--- src/rtl/matmul_host_seq.sv ---
// Host-side sequencer for the 3x3 matrix-vector multiplier: streams 12 staged words out, collects 3 results.
// Optional idle-handshake timeout enabled by defining MATMUL_HOST_TIMEOUT_EN.
module matmul_host_seq #(
  parameter int DATA_W      = 8,
  parameter int RES_W       = 18,
  parameter int TIMEOUT_CYC = 1024
) (
  input  logic              clk,
  input  logic              rst,
  input  logic              stage_wr_en,
  input  logic [3:0]        stage_addr,
  input  logic [DATA_W-1:0] stage_wdata,
  input  logic              start,
  output logic              busy,
  output logic              done,
  output logic              err,
  input  logic [1:0]        res_rd_addr,
  output logic [RES_W-1:0]  res_rd_data,
  output logic [DATA_W-1:0] tx_data,
  output logic              tx_valid,
  input  logic              tx_ready,
  input  logic [RES_W-1:0]  rx_data,
  input  logic              rx_valid,
  output logic              rx_ready
);

  localparam logic [2:0] ST_IDLE   = 3'd0;
  localparam logic [2:0] ST_SEND_W = 3'd1;
  localparam logic [2:0] ST_SEND_X = 3'd2;
  localparam logic [2:0] ST_RECV   = 3'd3;
  localparam logic [2:0] ST_DONE   = 3'd4;

  logic [2:0]        state;
  logic [3:0]        tx_idx;
  logic [1:0]        rx_idx;
  logic [DATA_W-1:0] staging [12];
  logic [RES_W-1:0]  result  [3];
  logic              tx_fire;
  logic              rx_fire;
  logic              timeout;

  // Handshake outputs come only from the registered state, never from tx_ready/rx_valid.
  assign busy     = (state == ST_SEND_W) || (state == ST_SEND_X) || (state == ST_RECV);
  assign tx_valid = (state == ST_SEND_W) || (state == ST_SEND_X);
  assign rx_ready = (state == ST_RECV);
  assign done     = (state == ST_DONE);
  assign tx_data  = staging[tx_idx];
  assign tx_fire  = tx_valid && tx_ready;
  assign rx_fire  = rx_valid && rx_ready;

  // NOTE: every always_comb output gets a default first so no latch can be inferred.
  always_comb begin
    res_rd_data = '0;
    if (res_rd_addr != 2'd3) res_rd_data = result[res_rd_addr];
  end

`ifdef MATMUL_HOST_TIMEOUT_EN
  localparam int WAIT_W = $clog2(TIMEOUT_CYC + 1);
  logic [WAIT_W-1:0] wait_cnt;

  // The cycle that would bring the count to TIMEOUT_CYC aborts the run instead.
  assign timeout = busy && !tx_fire && !rx_fire && (wait_cnt == WAIT_W'(TIMEOUT_CYC - 1));

  always_ff @(posedge clk) begin
    if (rst) begin
      wait_cnt <= '0;
      err      <= 1'b0;
    end else begin
      if (!busy || tx_fire || rx_fire || timeout) wait_cnt <= '0;
      else                                        wait_cnt <= wait_cnt + 1'b1;
      if (timeout)                            err <= 1'b1;
      else if ((state == ST_IDLE) && start)   err <= 1'b0;
    end
  end
`else
  assign timeout = 1'b0;
  assign err     = 1'b0;
`endif

  // NOTE: sequential state uses non-blocking assignments only, so every register sees pre-edge values.
  always_ff @(posedge clk) begin
    if (rst) begin
      state  <= ST_IDLE;
      tx_idx <= '0;
      rx_idx <= '0;
      // NOTE: the staging and result arrays are reset explicitly because a reset must leave them readable as zero.
      for (int i = 0; i < 12; i++) staging[i] <= '0;
      for (int i = 0; i < 3; i++)  result[i]  <= '0;
    end else if (timeout) begin
      state <= ST_IDLE;
    end else begin
      case (state)
        ST_IDLE: begin
          if (stage_wr_en && (stage_addr < 4'd12)) staging[stage_addr] <= stage_wdata;
          if (start) begin
            state  <= ST_SEND_W;
            tx_idx <= '0;
          end
        end
        ST_SEND_W: begin
          if (tx_fire) begin
            tx_idx <= tx_idx + 1'b1;
            if (tx_idx == 4'd8) state <= ST_SEND_X;
          end
        end
        ST_SEND_X: begin
          if (tx_fire) begin
            tx_idx <= tx_idx + 1'b1;
            if (tx_idx == 4'd11) begin
              state  <= ST_RECV;
              rx_idx <= '0;
            end
          end
        end
        ST_RECV: begin
          if (rx_fire) begin
            result[rx_idx] <= rx_data;
            rx_idx         <= rx_idx + 1'b1;
            if (rx_idx == 2'd2) state <= ST_DONE;
          end
        end
        ST_DONE: state <= ST_IDLE;
        default: state <= ST_IDLE;
      endcase
    end
  end

endmodule
--- config.mk ---
export PLATFORM = sky130hd
export DESIGN_NAME = matmul_host_seq
export DESIGN_NICKNAME = d
export VERILOG_FILES = /design/src/rtl/matmul_host_seq.sv
export SDC_FILE = /design/constraint.sdc
export NUM_CORES = 1
export LEC_CHECK = 0
export ABC_AREA = 0
export BUFFER_PORTS_ARGS = -buffer_cell sky130_fd_sc_hd__buf_2
export CAP_MARGIN = 20
export CORE_AREA = 5 5 122 136
export CTS_CLUSTER_DIAMETER = 120
export DETAILED_ROUTE_END_ITERATION = 7
export DIE_AREA = 0 0 127 141
export PLACE_DENSITY_LB_ADDON = 0.08
export SETUP_SLACK_MARGIN = 0.05
export SYNTH_ARGS = -nofsm -noshare
export SYNTH_HDL_FRONTEND = slang
export SYNTH_SLANG_ARGS = --single-unit
--- constraint.sdc ---
create_clock -name clk -period 3 [get_ports clk]
set_input_delay 0.45 -clock clk [delete_from_list [all_inputs] [get_ports clk]]
set_output_delay 0.45 -clock clk [all_outputs]
set_load 0.01 [all_outputs]
After elaboration in Yosys (flattened, before gate mapping)

Memory sizes are Yosys's and may differ from the RTL's. A register that Yosys moved wholly into a read port is not among the register bits.
Cells that the tools add are included.

Add/sub/neg operators: 2
$lt $le $gt $ge: 1
Eq/ne operators: 16
Muxes and demuxes: 34
Reductions and logical operators: 14

Operators with widths:

| kind                  | number |
|---|---|
| $mux W18              | 2 |
| $mux W3               | 7 |
| $mux W4               | 5 |
| $reduce_or A18 Y1     | 1 |
| $mux W1               | 12 |
| $pmux W3 S4           | 1 |
| $ne A2 B1 Y1 const B  | 5 |
| $eq A4 B4 Y1 const B  | 2 |
| $mux W2               | 4 |
| $mux W8               | 1 |
| $ne A2 B2 Y1 const B  | 4 |
| $pmux W4 S2           | 1 |
| $reduce_or A8 Y1      | 1 |
| $reduce_and A7 Y1     | 1 |
| $eq A3 B2 Y1 const B  | 2 |
| $add A4 B1 Y4 const B | 1 |
| $lt A4 B4 Y1 const B  | 1 |
| $pmux W2 S2           | 1 |
| $reduce_and A4 Y1     | 1 |
| $reduce_bool A2 Y1    | 2 |
| $eq A3 B1 Y1 const B  | 1 |
| $eq A3 B3 Y1 const B  | 1 |
| $logic_and A1 B1 Y1   | 3 |
| $logic_not A3 Y1      | 1 |
| other kinds (5)       | 6 |

Bits in registers: 9
Bits in writable memories: 150
Input port bits: 38
Output and inout bits: 31
Word-level logic and storage cells: 72
Memories kept: 2

Memory list:

| memory  | depth | width | read ports | clocked after memory_dff | write ports | RTL line | source |
|---|---|---|---|---|---|---|---|
| staging | 12    | 8     | 1          | 1                        | 12          | 36       | `logic [DATA_W-1:0] staging [12];` |
| result  | 3     | 18    | 1          | 0                        | 3           | 37       | `logic [RES_W-1:0] result [3];` |

Logic depth before layout (Yosys ltp)

Word-level depth: 8
Mapped depth: 6
Gate-level depth less buffers: 6

Least setup slack after synthesis

No wires, ideal clock.

Kind: input to register
From: in rst
To: mem staging[0][0] (enable)
Setup time: 0.329 ns
Arrival: 1.847 ns
Required time: 2.671 ns
Path slack: 0.824 ns
Stages: 4
Buffers on the path: 0
Path through: or3_1 -> or4b_4 -> nor3_4 -> or2_1

RTL lines:

| element         | RTL line | source |
|---|---|---|
| start, declared | 9        | `input logic rst,` |
| end, declared   | 36       |  |

==> implementation parameters <==
Parameter                              Value

Outcome
  Status ... finished, final reports clean

Setup path
  Worst Path Max Fanout ... 32
  Reg-to-reg critical path startpoint ... state[2]$_SDFFE_PP0P_
  Reg-to-Reg End ... staging[0][0]$_SDFFCE_PN0P_
  Startpoint types ... flip-flop
  Critical path capture point type ... output pin
  Number of cells on the worst reg-to-reg path ... 4
  CP Data Required Time ... ~2600 ps
  Critical Setup Path Class ... flip-flop to output pin
  Worst path arrival time ... approximately 2200 ps
  Reg2Reg Setup Slack ... around 540 ps

Yosys
  Post-synthesis instance area ... a little under 9000 sq um
  Multiplexer share of the synthesized area ... 10.58%
  Largest family of logic cells by synthesized area ... simple AND/OR/NAND/NOR gates
  Sequential area share after synthesis ... 65.76%
  Post-Synth Adder-Cell Area ... 0.7185%
  XOR/XNOR share of the synthesized area ... 0.2012%
  Post-synthesis sequential element count ... between 150 and 200
  Number of warning messages in the yosys log ... 0
  Post-synthesis share of cell area spent on and, or, nand and nor gates ... 16.35%
  Dominant cells by area after synthesis ... edfxtp_1 63%, mux4_2 8.3%, and2_1 7.0%, and3_1 3.9%, dfxtp_1 3.0%
  Gate Count Post-Synth ... ~600
  EDFF count, synth ... 182
  Most area-hungry cell type in the Yosys netlist ... edfxtp_1
  Distinct cell type count after synthesis ... between 40 and 50
  Synthesized area per cell ... 14.56 sq um
  Top flip-flop cell by instance count after synthesis ... edfxtp_1
  Ys async rst share ... 0%
  Area fraction of the dominant cell type after synthesis ... 62.77%
  Fraction of the mapped netlist area in compound gates ... under 10%

Clock tree
  Clock-pin slew of the registers on the worst-case setup and hold paths ... 70 ps
  Total of cells resized after clock tree synthesis ... 0
  Clock root buffer ... clkbuf_16
  Post-CTS setup buffer count ... 0
  Total of hold buffers inserted after clock tree synthesis ... 0
  Total clock buffers created by CTS ... 17
  CTS tree ... yes
  Clock Tree Buf Depth ... 2
  Clock Sinks ... 195
  Htree depth ... 4
  Clock Latency Late Sink ... 430 ps

Die
  Initial cell density of the core ... 57.08%
  Core Footprint ... 15250 sq um
  X dimension of the die ... 127 um
  Rows ... 48
  Area of the die ... 17910 sq um
  Num ports ... 69
  Overall die height ... 141 um

STA
  RSZ-0062 raised after global routing ... no
  Slew headroom ... 54.00%
  Final period demand of the worst path ... 2600 ps
  Highest attainable clock frequency ... 384.6 MHz
  Number of endpoints with negative hold slack in the final report ... 0
  Worst setup slack after layout ... around 400 ps
  Fin Setup TNS ... 0 ps
  Layout Skew ... roughly 10 ps
  Tcrit/Tclk final ... 86.68%
  Final setup violating endpoints ... 0
  Actual slew at the worst max-slew pin ... about 690 ps
  Number of max-slew violations in the final report ... 0

Finish
  Fill cells ... 1140
  Area taken by multi-input logic gates ... slightly below 3000 sq um
  Final cell area excluding filler cells ... roughly 10000 sq um
  Proportion of layout cells with a drive suffix above 1 ... roughly 22%
  Layout-stage area growth over the synthesis result ... 14.41%
  Antenna diode count ... 0
  Area of all sequential standard cells ... 5727 sq um
  Total Nets Final ... 729

Min path
  Hold/Removal Path Class ... input port to flip-flop
  WHS Endpoint ... state[0]$_SDFFE_PP0P_
  Cells on Worst Hold Path ... 3
  Hold Startpoint ... rst

Placed design
  Half-perimeter wire length of the detailed placement result ... 12550 um
  Placer Congestion ... 0.8675
  Worst slack at placement ... 544.6 ps
  Port-buffer cells ... 67
  Cell area after placement ... 9348 sq um

Power
  Share of total power in the clock network ... 36.5%
  Sw Ratio ... between 20% and 30%
  IR drop worst, VDD ... 0.3885 mV
  Leakage power figure ... 3.959 nW
  Switching component of the power ... 1.546 mW
  P per Cell Area ... 648.4 nW/um^2
  Part of the total power dissipated in sequential elements ... 49.8%
  Part of the total power dissipated in combinational logic ... around 14%
  Power Internal ... between 4 and 5 mW

Global routing
  Global Route Usage Sum ... 21.44%
  Global-route wire length before repair ... around 29000 um
  Largest net degree at the start of global routing ... 58
  Grt ovf ... 0
  Initial antenna violation count ... 0
  Vias in the first global route ... 5164

Route
  Drt total wl ... roughly 18000 um
  Number of design-rule violations left by the first detailed-router iteration ... 318
  Number of vias in the routed layout ... 5113
  Count of TritonRoute iterations in the first routing pass ... 5
  Number of nets with antenna violations after detailed routing ... 0
  WL/cell ... 20.30 um
  Residual DRC count ... 0
  Average vias per placed instance ... 5.687

Run
  Max-cap violations ... 0
stage by stage:
stage / total power, mW / cells / hold slack (ps) / util (%)
finish: 6.460 / 899 / 336.6 / 65.31
detailed placement: 4.174 / 867 / 483.8 / 61.28
CTS: 6.505 / 899 / 325.5 / 65.31
global placement: 4.152 / 867 / 460.7 / 61.28
floorplan: 3.857 / 630 / 440.3 / -
global route: 6.704 / 899 / 342.1 / 65.31
cell type report:
class,count,area share [%]
flip-flops and latches,195,57.49
clock inverters,13,1.821
multi-input cells,387,29.29
well taps,200,2.512
repair buffers,77,4.245
inverters,8,0.3014
clock buffers,19,4.346
logic make-up after synthesis:
group           Yosys count
flops                   195
xor+xnor                  2
mux                      52
compound gates           56
other cells               1
buf+inv                  48
simple gates            239
fa+ha+maj                 5
registers in the layout (all words and copies together), names as in the netlist, named ones only:
register and flops:
result 54, tx_idx 4, rx_idx 2, staging 128
state 3
critical path, cell delays in order, from the launching register on:
cell     delay (ps)
dfxtp_2         340
buf_12          260
mux4_2          590
a22oi_1         230
nand2_1         120
buf_2           160
cells in the mapped netlist, types with 3 or more instances:
cell type  count
a21oi_1        5
a22oi_1       16
and2_1        98
and3_1        54
buf_1          4
buf_2          4
clkbuf_1      31
dfxtp_1       13
edfxtp_1     182
ha_1           5
inv_1          8
mux2i_1       20
mux4_2        32
nand2_1       30
nand2b_1       5
nand3_1        4
nand4b_1       3
nor2_1        13
nor2_4         3
nor2b_1        4
nor3_1         5
o21ai_0       20
o31ai_1        3
or2_1          4
or2_2          9
worst max-delay path by stage:
stage | to | depth (start not counted)
floorplan | staging[0][0]$_SDFFCE_PN0P_ | 4
global placement | staging[0][3]$_SDFFCE_PN0P_ | 5
detailed placement | staging[0][4]$_SDFFCE_PN0P_ | 5
CTS | tx_data[5] | 5
global route | tx_data[5] | 5
finish | tx_data[5] | 5
power groups by stage:
stage	combinational, mW	sequential, mW	clock [mW]
final	0.885	3.22	2.36
after global placement	0.885	3.27	0
after CTS	0.900	3.22	2.39
after global routing	0.971	3.23	2.50
after floorplan	0.642	3.22	0
after detailed placement	0.898	3.28	0
placed cells by master (no fill, tap or decap), types with 3 or more instances in the layout:
cell	instances
buf_4	9
a22oi_1	16
dfxtp_1	12
conb_1	33
nand4b_1	3
o31ai_1	3
inv_1	8
nor2_1	13
clkbuf_16	17
nor2b_1	4
nor2_4	3
and3_1	54
mux2i_1	20
bufinv_16	4
and2_1	98
mux4_2	32
clkinv_4	3
nand2b_1	5
or2_1	4
a21oi_1	5
nor3_1	4
or2_2	9
nand3_1	4
edfxtp_1	182
buf_2	67
nand2_1	30
o21ai_0	20
ha_1	5
routing by layer:
layer / GRT usage (%) / vias up / part of all wire [%]
li1: - / 2383 / -
met1: 25.72 / 2556 / 39
met2: 38.99 / 152 / 55
met3: 3.979 / 22 / 5.1
met4: 6.945 / 0 / 1.5
met5: 0 / - / 0
No activity file was read; power rests on OpenSTA's default activity.
